<file path="src/rtl/fp_pkg.sv">
// Shared constants for the FP datapath arithmetic primitives.
package fp_pkg;

    // Default operand/sum width of the integer adder.
    localparam int unsigned ADDER_W = 8;

endpackage : fp_pkg

</file>
<file path="src/rtl/nbit_full_adder_if.sv">
// Operand/result bundle for the registered N-bit adder.
interface nbit_full_adder_if
    import fp_pkg::*;
#(
    parameter int unsigned N = ADDER_W
);

    logic         in_valid;
    logic [N-1:0] a;
    logic [N-1:0] b;
    logic         ci;

    logic [N-1:0] sum;
    logic         co;
    logic         ovf;
    logic         out_valid;

    // Producer of operands, consumer of results.
    modport master (
        output in_valid,
        output a,
        output b,
        output ci,
        input  sum,
        input  co,
        input  ovf,
        input  out_valid
    );

    // The adder itself.
    modport slave (
        input  in_valid,
        input  a,
        input  b,
        input  ci,
        output sum,
        output co,
        output ovf,
        output out_valid
    );

endinterface : nbit_full_adder_if

</file>
<file path="src/rtl/full_adder_bit.sv">
// One-bit full adder cell; the ripple chain in nbit_full_adder is built from these.
module full_adder_bit (
    input  logic a,
    input  logic b,
    input  logic ci,
    output logic s,
    output logic co
);

    // Sum is the parity of the three inputs, carry is their majority.
    always_comb begin
        s  = a ^ b ^ ci;
        co = (a & b) | (a & ci) | (b & ci);
    end

endmodule : full_adder_bit

</file>
<file path="src/rtl/nbit_full_adder.sv">
// Registered N-bit ripple-carry adder: {co,sum} = a + b + ci, plus signed overflow.
// Subtraction is done by the caller as a + ~b with ci=1 (co=1 then means a >= b).
// N must be at least 2 and must match the width the interface was built with.
module nbit_full_adder
    import fp_pkg::*;
#(
    parameter int unsigned N = ADDER_W
) (
    input  logic               clk,
    input  logic               rst_n,
    nbit_full_adder_if.slave   bus
);

    logic [N:0]   carry;
    logic [N-1:0] sum_c;
    logic         ovf_c;

    assign carry[0] = bus.ci;

    // Ripple chain: carry[i] feeds bit i, carry[N] is the unsigned carry out.
    for (genvar i = 0; i < int'(N); i++) begin : g_bit
        full_adder_bit u_fa (
            .a  (bus.a[i]),
            .b  (bus.b[i]),
            .ci (carry[i]),
            .s  (sum_c[i]),
            .co (carry[i+1])
        );
    end

    // Signed overflow: carry into the MSB disagrees with carry out of it.
    always_comb begin
        ovf_c = carry[N] ^ carry[N-1];
    end

    // Output stage: capture on valid, hold otherwise; valid is a one-cycle echo.
    always_ff @(posedge clk or negedge rst_n) begin
        if (!rst_n) begin
            bus.sum       <= '0;
            bus.co        <= 1'b0;
            bus.ovf       <= 1'b0;
            bus.out_valid <= 1'b0;
        end else begin
            bus.out_valid <= bus.in_valid;
            if (bus.in_valid) begin
                bus.sum <= sum_c;
                bus.co  <= carry[N];
                bus.ovf <= ovf_c;
            end
        end
    end

endmodule : nbit_full_adder

</file>
<file path="src/flat_wrapper.sv">
// flat-port wrapper written by rule: the top's interface ports become plain ports
module nbit_full_adder_flat import fp_pkg::*;
#(
    parameter int unsigned N = ADDER_W
)
  (clk, rst_n, bus_in_valid, bus_a, bus_b, bus_ci, bus_sum, bus_co, bus_ovf, bus_out_valid);
  nbit_full_adder_if #(.N(N)) bus_i ();
  input  logic clk;
  input  logic rst_n;
  input wire logic [$bits(bus_i.in_valid)-1:0] bus_in_valid;
  input wire logic [$bits(bus_i.a)-1:0] bus_a;
  input wire logic [$bits(bus_i.b)-1:0] bus_b;
  input wire logic [$bits(bus_i.ci)-1:0] bus_ci;
  output wire logic [$bits(bus_i.sum)-1:0] bus_sum;
  output wire logic [$bits(bus_i.co)-1:0] bus_co;
  output wire logic [$bits(bus_i.ovf)-1:0] bus_ovf;
  output wire logic [$bits(bus_i.out_valid)-1:0] bus_out_valid;
  assign bus_i.in_valid = bus_in_valid;
  assign bus_i.a = bus_a;
  assign bus_i.b = bus_b;
  assign bus_i.ci = bus_ci;
  assign bus_sum = bus_i.sum;
  assign bus_co = bus_i.co;
  assign bus_ovf = bus_i.ovf;
  assign bus_out_valid = bus_i.out_valid;
  nbit_full_adder #(.N(N)) u_core (.clk(clk), .rst_n(rst_n), .bus(bus_i));
endmodule
</file>
<file path="config.mk">
export PLATFORM = sky130hd
export DESIGN_NAME = nbit_full_adder_flat
export DESIGN_NICKNAME = d
export VERILOG_FILES = /design/src/rtl/fp_pkg.sv /design/src/rtl/nbit_full_adder_if.sv /design/src/rtl/full_adder_bit.sv /design/src/rtl/nbit_full_adder.sv /design/src/flat_wrapper.sv
export SDC_FILE = /design/constraint.sdc
export NUM_CORES = 1
export LEC_CHECK = 0
export ABC_CLOCK_PERIOD_IN_PS = 900
export BUFFER_PORTS_ARGS = -buffer_cell sky130_fd_sc_hd__buf_2
export CORE_MARGIN = 2
export CORE_UTILIZATION = 42
export DETAILED_ROUTE_END_ITERATION = 6
export GPL_TIMING_DRIVEN = 0
export PLACE_DENSITY = 0.75
export SYNTH_ARGS = -nofsm -noshare
export SYNTH_HDL_FRONTEND = slang
export SYNTH_HIERARCHICAL = 1
export SYNTH_SLANG_ARGS = --single-unit
</file>
<file path="constraint.sdc">
create_clock -name clk -period 0.9 [get_ports clk]
set_input_delay 0 -clock clk [delete_from_list [all_inputs] [get_ports clk]]
set_output_delay 0 -clock clk [all_outputs]
set_load 0.005 [all_outputs]
</file>
==> out/metrics.cfg, run 1 <==
[floorplan]
die_area_sq_mm = 0.00174
start_util_pct = 45.2
dieWidth_microns = 41.7
io_pins = 31
rows = 13
die_h_microns = 41.7
coreArea_sq_mm = 0.00132

[worst_setup_path]
cp.buffers_inverters = 1
cpMaxStageDelayCell = fa_2
critPathTopFamily = adder cells
arrival_ns = 3.24
rrSetupSlack_ns = 0.14
slowest_delay_ns = 0.41
cp.required_ns = 1.04
crit_type = in -> reg
start_kind = input port
rr_worst_depth = 1
critPathMaxFanout = 2
crit_top_cell = fa_2
path_cells = buf_6, fa_2, fa_2, fa_2, fa_2, fa_2, fa_2, fa_2, fa_2, mux2_4
rr_startpoint = u_core/bus.co
end_kind = register
cp.depth = 10
r2r_end = u_core/bus.co

[sta]
setup_viol = 9
rsz0062_at_grt = yes
finalWorstSetupSlack_ns = -2.20
skew_ns = 0
finalCriticalPeriod_ns = 3.10
max_freq_ghz = 0.323
hold_viol = 0
worst_slew_pin_slew_ns = 0.256
relSlewSlack_pct = 82.9
drv_slew = 0
finalCritPeriodShare_pct = 344

[pwr]
p_int_mw = 1.08
power.switching_uw = 381
power_density_mw_per_mm2 = 1700
clock_power_share_pct = 22.1
swShare_pct = 26.1
p_comb_share_pct = 33.5
power_mw = 1.46
p_seq_share_pct = 44.4
p_leak_nw = 0.419
ir_worst_vdd_mv = 0.857

[placed_design]
dpl.hpwl_microns = 857
numPortBuffers = 30
placed_cells = 77
gp_congestion = 0.700

[cells_and_area]
areaGrowthSynthToFinish_pct = 44.3
n_antenna_cell = 0
fillerInstances = 110
final_nets = 98
final_cell_mix = buf_2, dfrtp_1, mux2_4
stdcell_count = 84
drive_above_1_share_pct = 78.3
final_common_cell = buf_2

[synthesis]
synth_area_sq_um = 596
synth_seq_area_share_pct = 46.2
synth_cells = 32
ys_ff_latch = 11
synth.avg_cell_area_sq_um = 18.6
yosysWarnings = 6
synth_cell_type_count = 8
syn-num-nets = 60

[route]
vias_per_cell = 4.62
post_drt_wl_per_cell_microns = 13.8
wirelength_mm = 1.16
drc = 0
num_vias = 388
antenna_left = 0
dr.pass1.iters = 2
detail_route.iter0.violations = 1

[clock_network]
clock_latency_ns = 0.25
cts_tree = yes
clockBufferDepth = 2
cts_buffers = 3
cts_root_buf = clkbuf_4
clkSinkCount = 11
htreeDepth = 1
clk_transition_reported_paths_ns = 0.06

[outcome]
violations = setup timing
status = complete, but fails checks

[worst_hold_path]
min_to = u_core/bus.sum[5]
worstHoldStart = bus_in_valid
hold_depth = 2
hold_class = in -> reg

[global_routing]
grt_first_pass_wirelength_mm = 1.87
grt_max_degree = 12
antenna_found_initial = 0
gr-usage-all-layers_pct = 15.1
grt_overflow = 0
first_global_vias = 432

[run]
maxCapViolations = 0

[how the worst max path moves through the flow]
stage	end	slack, ns	startpoint
floorplan	u_core/bus.sum[7]	-2.33	bus_a[0]
global placement	u_core/bus.sum[7]	-2.53	bus_a[0]
detailed placement	u_core/bus.sum[7]	-2.55	bus_a[0]
CTS	u_core/bus.sum[7]	-2.23	bus_a[0]
global route	u_core/bus.sum[7]	-2.28	bus_a[0]
finish	u_core/bus.sum[7]	-2.20	bus_a[0]
[synthesized netlist by cell type]
cell type,number,area [sq um]
a21oi_1,1,5.00
buf_6,1,11.3
dfrtp_1,11,275
fa_1,8,160
mux2_2,1,11.3
mux2_4,8,120
nor2_1,1,3.75
xnor2_1,1,8.76
[cell families (layout without fill, tap and decap cells)]
family | after synthesis | count (layout) | share of synthesized area, %
flip-flops | 11 | 11 | 46.2
adder cells (fa/ha/maj) | 8 | 8 | 26.9
multiplexers | 9 | 9 | 22.1
buffers and inverters | 1 | 38 | 1.89
XOR/XNOR | 1 | 1 | 1.47
AO/OA/AOI/OAI | 1 | 1 | 0.840
AND/OR/NAND/NOR | 1 | 1 | 0.630
[final cells by class]
type / instances / area, sq um / area share, %
Tap cell: 15 / 18.8 / 2.18
Timing Repair Buffer: 33 / 184 / 21.4
Clock buffer: 4 / 26.3 / 3.06
Multi-Input combinational cell: 20 / 344 / 40.0
Buffer: 1 / 11.3 / 1.31
Sequential cell: 11 / 275 / 32.0
[power groups by stage]
stage          sequential [mW]  combinational (mW)  clock [mW]
2_1_floorplan            0.667               0.229           0
3_3_place_gp             0.656               0.434           0
3_5_place_dp             0.655               0.449           0
4_1_cts                  0.648               0.464       0.337
5_1_grt                  0.663               0.535       0.371
6_report                 0.648               0.488       0.323
[routing by layer]
metal  vias up  track usage (%)  wire length (microns)
met4         0             7.74                      7
met1       188             18.3                    490
met3         2             3.91                     68
li1        180                -                      -
met2        18             24.7                    591
met5         -                0                      0
[what timing repair did]
item | CTS | global route
hold endpoints to repair | 12 | 0
gates resized for setup | 1 | 3
endpoints found under the setup margin | 9 | 9
pin swaps | 2 | 0
setup buffers | 0 | 1
hold buffers | 2 | 0
[through the flow]
stage | instance area, sq um | setup WS, ns | TNS, ns | hold slack, ns | utilization (%)
floorplan | 616 | -2.33 | -13.44 | -0.296 | -
global placement | 785 | -2.53 | -15.02 | -0.118 | 59.5
detailed placement | 785 | -2.55 | -15.23 | -0.115 | 59.5
global route | 860 | -2.28 | -12.82 | 0.0294 | 65.2
CTS | 837 | -2.23 | -12.40 | 0.0255 | 63.5
finish | 860 | -2.20 | -12.36 | 0.0442 | 65.2
[sequential cells by signal (all words and copies together), names as in the netlist]
register and flops:
u_core/bus.sum 8, u_core/bus.co 1, u_core/bus.out_valid 1, u_core/bus.ovf 1
No activity file was read; power rests on OpenSTA's default activity.
==> inputs of run 2 (changes only) <==
CORE_UTILIZATION = 43   (was 42)
PLACE_DENSITY = 0.76   (was 0.75)
SYNTH_HIERARCHICAL = unset   (was 1)
==> run 2 against run 1 <==
The run still ends with setup timing left. Synthesized cell count increased by 28%. First-iteration DRC count is 100% lower. Total power rose by 2.6%. Register-to-register slack got worse by 0.03 ns. Synthesized area rose by 5.5%. Fmax is 6.2% higher. Sequential power up 1%. Clock power is 5% higher. Non-clock buffer count unchanged. Core utilization grew 2.6 points. Largest power group unchanged.
==> out/metrics.cfg, run 2 <==
[floorplan]
die_h_microns = 42.2  ; was 41.7 microns
rows = 13  ; unchanged
io_pins = 31  ; unchanged
die_area_sq_mm = 0.00178  ; was 0.00174 sq mm
start_util_pct = 47.1  ; was 45.2%
coreArea_sq_mm = 0.00133  ; was 0.00132 sq mm
dieWidth_microns = 42.2  ; was 41.7 microns

[sta]
hold_viol = 0  ; unchanged
setup_viol = 9  ; unchanged
finalCritPeriodShare_pct = 324  ; was 344%
rsz0062_at_grt = yes  ; unchanged
finalWorstSetupSlack_ns = -2.02  ; was -2.20 ns
finalCriticalPeriod_ns = 2.92  ; was 3.10 ns
skew_ns = 0  ; unchanged
relSlewSlack_pct = 83.9  ; was 82.9%
worst_slew_pin_slew_ns = 0.242  ; was 0.256 ns
drv_slew = 0  ; unchanged
setup_tns_ns = -11.17  ; was -12.36 ns
max_freq_ghz = 0.343  ; was 0.323 GHz

[global_routing]
grt_overflow = 0  ; unchanged
antenna_found_initial = 0  ; unchanged
grt_max_degree = 12  ; unchanged
grt_first_pass_wirelength_mm = 2.19  ; was 1.87 mm
gr-usage-all-layers_pct = 17.4  ; was 15.1%
first_global_vias = 514  ; was 432

[route]
detail_route.iter0.violations = 0  ; was 1
antenna_left = 0  ; unchanged
met1_length_microns = 458  ; was 490 microns
dr.pass1.iters = 1  ; was 2
num_vias = 425  ; was 388
post_drt_wl_per_cell_microns = 13.9  ; was 13.8 microns
highest_layer = met4  ; unchanged
route.met2.wl_microns = 707  ; was 591 microns
route.met3.wl_microns = 114  ; was 68 microns
wirelength_mm = 1.29  ; was 1.16 mm
drc = 0  ; unchanged
vias_per_cell = 4.57  ; was 4.62

[cells_and_area]
n_antenna_cell = 0  ; unchanged
largest_register_ffs = 8  ; unchanged
stdcell_count = 93  ; was 84
final_cell_mix = buf_2, dfrtp_1, fa_2  ; was buf_2, dfrtp_1, mux2_4
finalCoreUtilization_pct = 67.8  ; was 65.2%
final_nets = 107  ; was 98
drive_above_1_share_pct = 70.5  ; was 78.3%
final_common_cell = buf_2  ; unchanged
fillerInstances = 115  ; was 110
areaGrowthSynthToFinish_pct = 44.0  ; was 44.3%
regMostFlops = u_core.bus.sum  ; was u_core/bus.sum

[placed_design]
gp_congestion = 0.666  ; was 0.700
dpl.hpwl_mm = 1.03  ; was 857 microns
placed_cells = 86  ; was 77
numPortBuffers = 30  ; unchanged

[clock_network]
clk_transition_reported_paths_ns = 0.07  ; was 0.06 ns
htreeDepth = 1  ; unchanged
clkSinkCount = 11  ; unchanged
clock_latency_ns = 0.27  ; was 0.25 ns
cts_tree = yes  ; unchanged
cts_root_buf = clkbuf_4  ; unchanged
clockBufferDepth = 2  ; unchanged
cts_buffers = 3  ; unchanged

[worst_setup_path]
critPathMaxFanout = 2  ; unchanged
end_kind = register  ; unchanged
critPathLaunch = bus_ci  ; was bus_a[0]
arrival_ns = 3.08  ; was 3.24 ns
rr_startpoint = u_core.bus.sum[5]  ; was u_core/bus.co
crit_type = in -> reg  ; unchanged
start_kind = input port  ; unchanged
cp.required_ns = 1.06  ; was 1.04 ns

[synthesis]
ys_ff_latch = 11  ; unchanged
yosysMostFrequentCell = dfrtp_1  ; unchanged
synth_area_sq_um = 628  ; was 596 sq um
synth_edf_count = 0  ; unchanged
synth.avg_cell_area_sq_um = 15.3  ; was 18.6 sq um
yosysWarnings = 0  ; was 6
yosys-top-cells-count = dfrtp_1, inv_1, fa_1  ; was dfrtp_1, fa_1, mux2_4
synth_seq_area_share_pct = 43.8  ; was 46.2%
synth.area.top_cells = dfrtp_1, fa_1, mux2_4  ; unchanged
yosys.area.top_type = dfrtp_1  ; unchanged
synth_cells = 41  ; was 32
synth_ff_type = dfrtp_1  ; unchanged
synth_cell_type_count = 7  ; was 8
ys_async_sr_fraction_pct = 100  ; unchanged
synth.top_cell.area_share_pct = 43.8  ; was 46.2%
syn-num-nets = 69  ; was 60

[run]
maxCapViolations = 0  ; unchanged

[pwr]
p_leak_nw = 0.467  ; was 0.419 nW
power_density_mw_per_mm2 = 1650  ; was 1700 mW/mm^2
ir_worst_vdd_mv = 1.18  ; was 0.857 mV

[outcome]
status = complete, but fails checks  ; unchanged
violations = setup timing  ; unchanged

[worst_hold_path]
hold_class = in -> async  ; was in -> reg

-- run 2: cell types whose count changed in the layout (fill, tap and decap cells not counted) --
| cell | change |
|---|---|
| a21oi_2 | -1 |
| buf_2 | -1 |
| buf_8 | +1 |
| inv_1 | +5 |
| inv_12 | +1 |
| inv_2 | +3 |
| inv_6 | +1 |
| mux2_4 | -2 |
| mux2i_1 | +3 |
| nor2_1 | -1 |
| xnor2_1 | +1 |
| xnor2_2 | -1 |
-- run 2: power breakdown --
group,total [mW],switching (mW),internal [mW]
clock network,0.340,0.168,0.172
logic,0.502,0.199,0.304
registers,0.655,0.0551,0.600
-- run 2: per-layer routing --
layer  GRT usage (%)  vias to the layer above
met5               0                        -
met4            1.88                        0
met3            9.05                        3
met2            32.6                       21
met1            17.4                      205
li1                -                      196
-- run 2: critical path, stage by stage --
cell and delay (ns):
buf_8 0.11, inv_12 0.04, fa_2 0.19, inv_2 0.04, fa_2 0.34, fa_2 0.35
fa_2 0.35, fa_2 0.35, fa_2 0.35, fa_2 0.36, inv_2 0.06, fa_2 0.20
xnor2_1 0.08, mux2_4 0.26
-- run 2: repair_timing --
action,CTS,global route
cloned,0,0
hold endpoints to repair,12,0
hold buffers,2,0
resized for setup,5,0
setup endpoints to repair,9,9
setup buffers,1,0
-- run 2: cell type report --
cell class / count / area, sq um / area share [%]
Inverter: 10 / 55.1 / 6.09
Buffer: 1 / 11.3 / 1.24
Tap cell: 15 / 18.8 / 2.07
Multi-Input combinational cell: 19 / 324 / 35.8
Clock buffer: 4 / 26.3 / 2.90
Sequential cell: 11 / 275 / 30.4
Timing Repair Buffer: 33 / 194 / 21.4
-- run 2: cell families after synthesis --
kind of cell,Yosys count,synth area share [%]
xor gates and xnor gates,1,1.39
adders and majority gates,8,25.5
buffers and inverters,11,7.77
DFF,11,43.8
muxes,10,21.5
-- run 2: worst paths after layout --
kind / endpoint / slack, ns / cells past startpoint
max: u_core.bus.ovf / -2.02 / 14
min: u_core.bus.sum[6] / 0.13 / 2
max reg2reg: u_core.bus.sum[5] / 0.11 / 1
min reg2reg: u_core.bus.sum[1] / 0.50 / 1
max in group asynchronous: u_core.bus.out_valid / 0.57 / 2
min in group clk: u_core.bus.sum[7] / 0.13 / 3
-- run 2: per-stage QoR --
stage	power [mW]	worst slack (ns)	instance area [sq um]	hold WS, ns
floorplan	0.920	-2.07	666	-0.296
global placement	1.12	-2.33	835	-0.122
detailed placement	1.16	-2.40	835	-0.118
CTS	1.53	-2.04	905	0.123
global route	1.62	-2.10	905	0.128
finish	1.50	-2.02	905	0.129
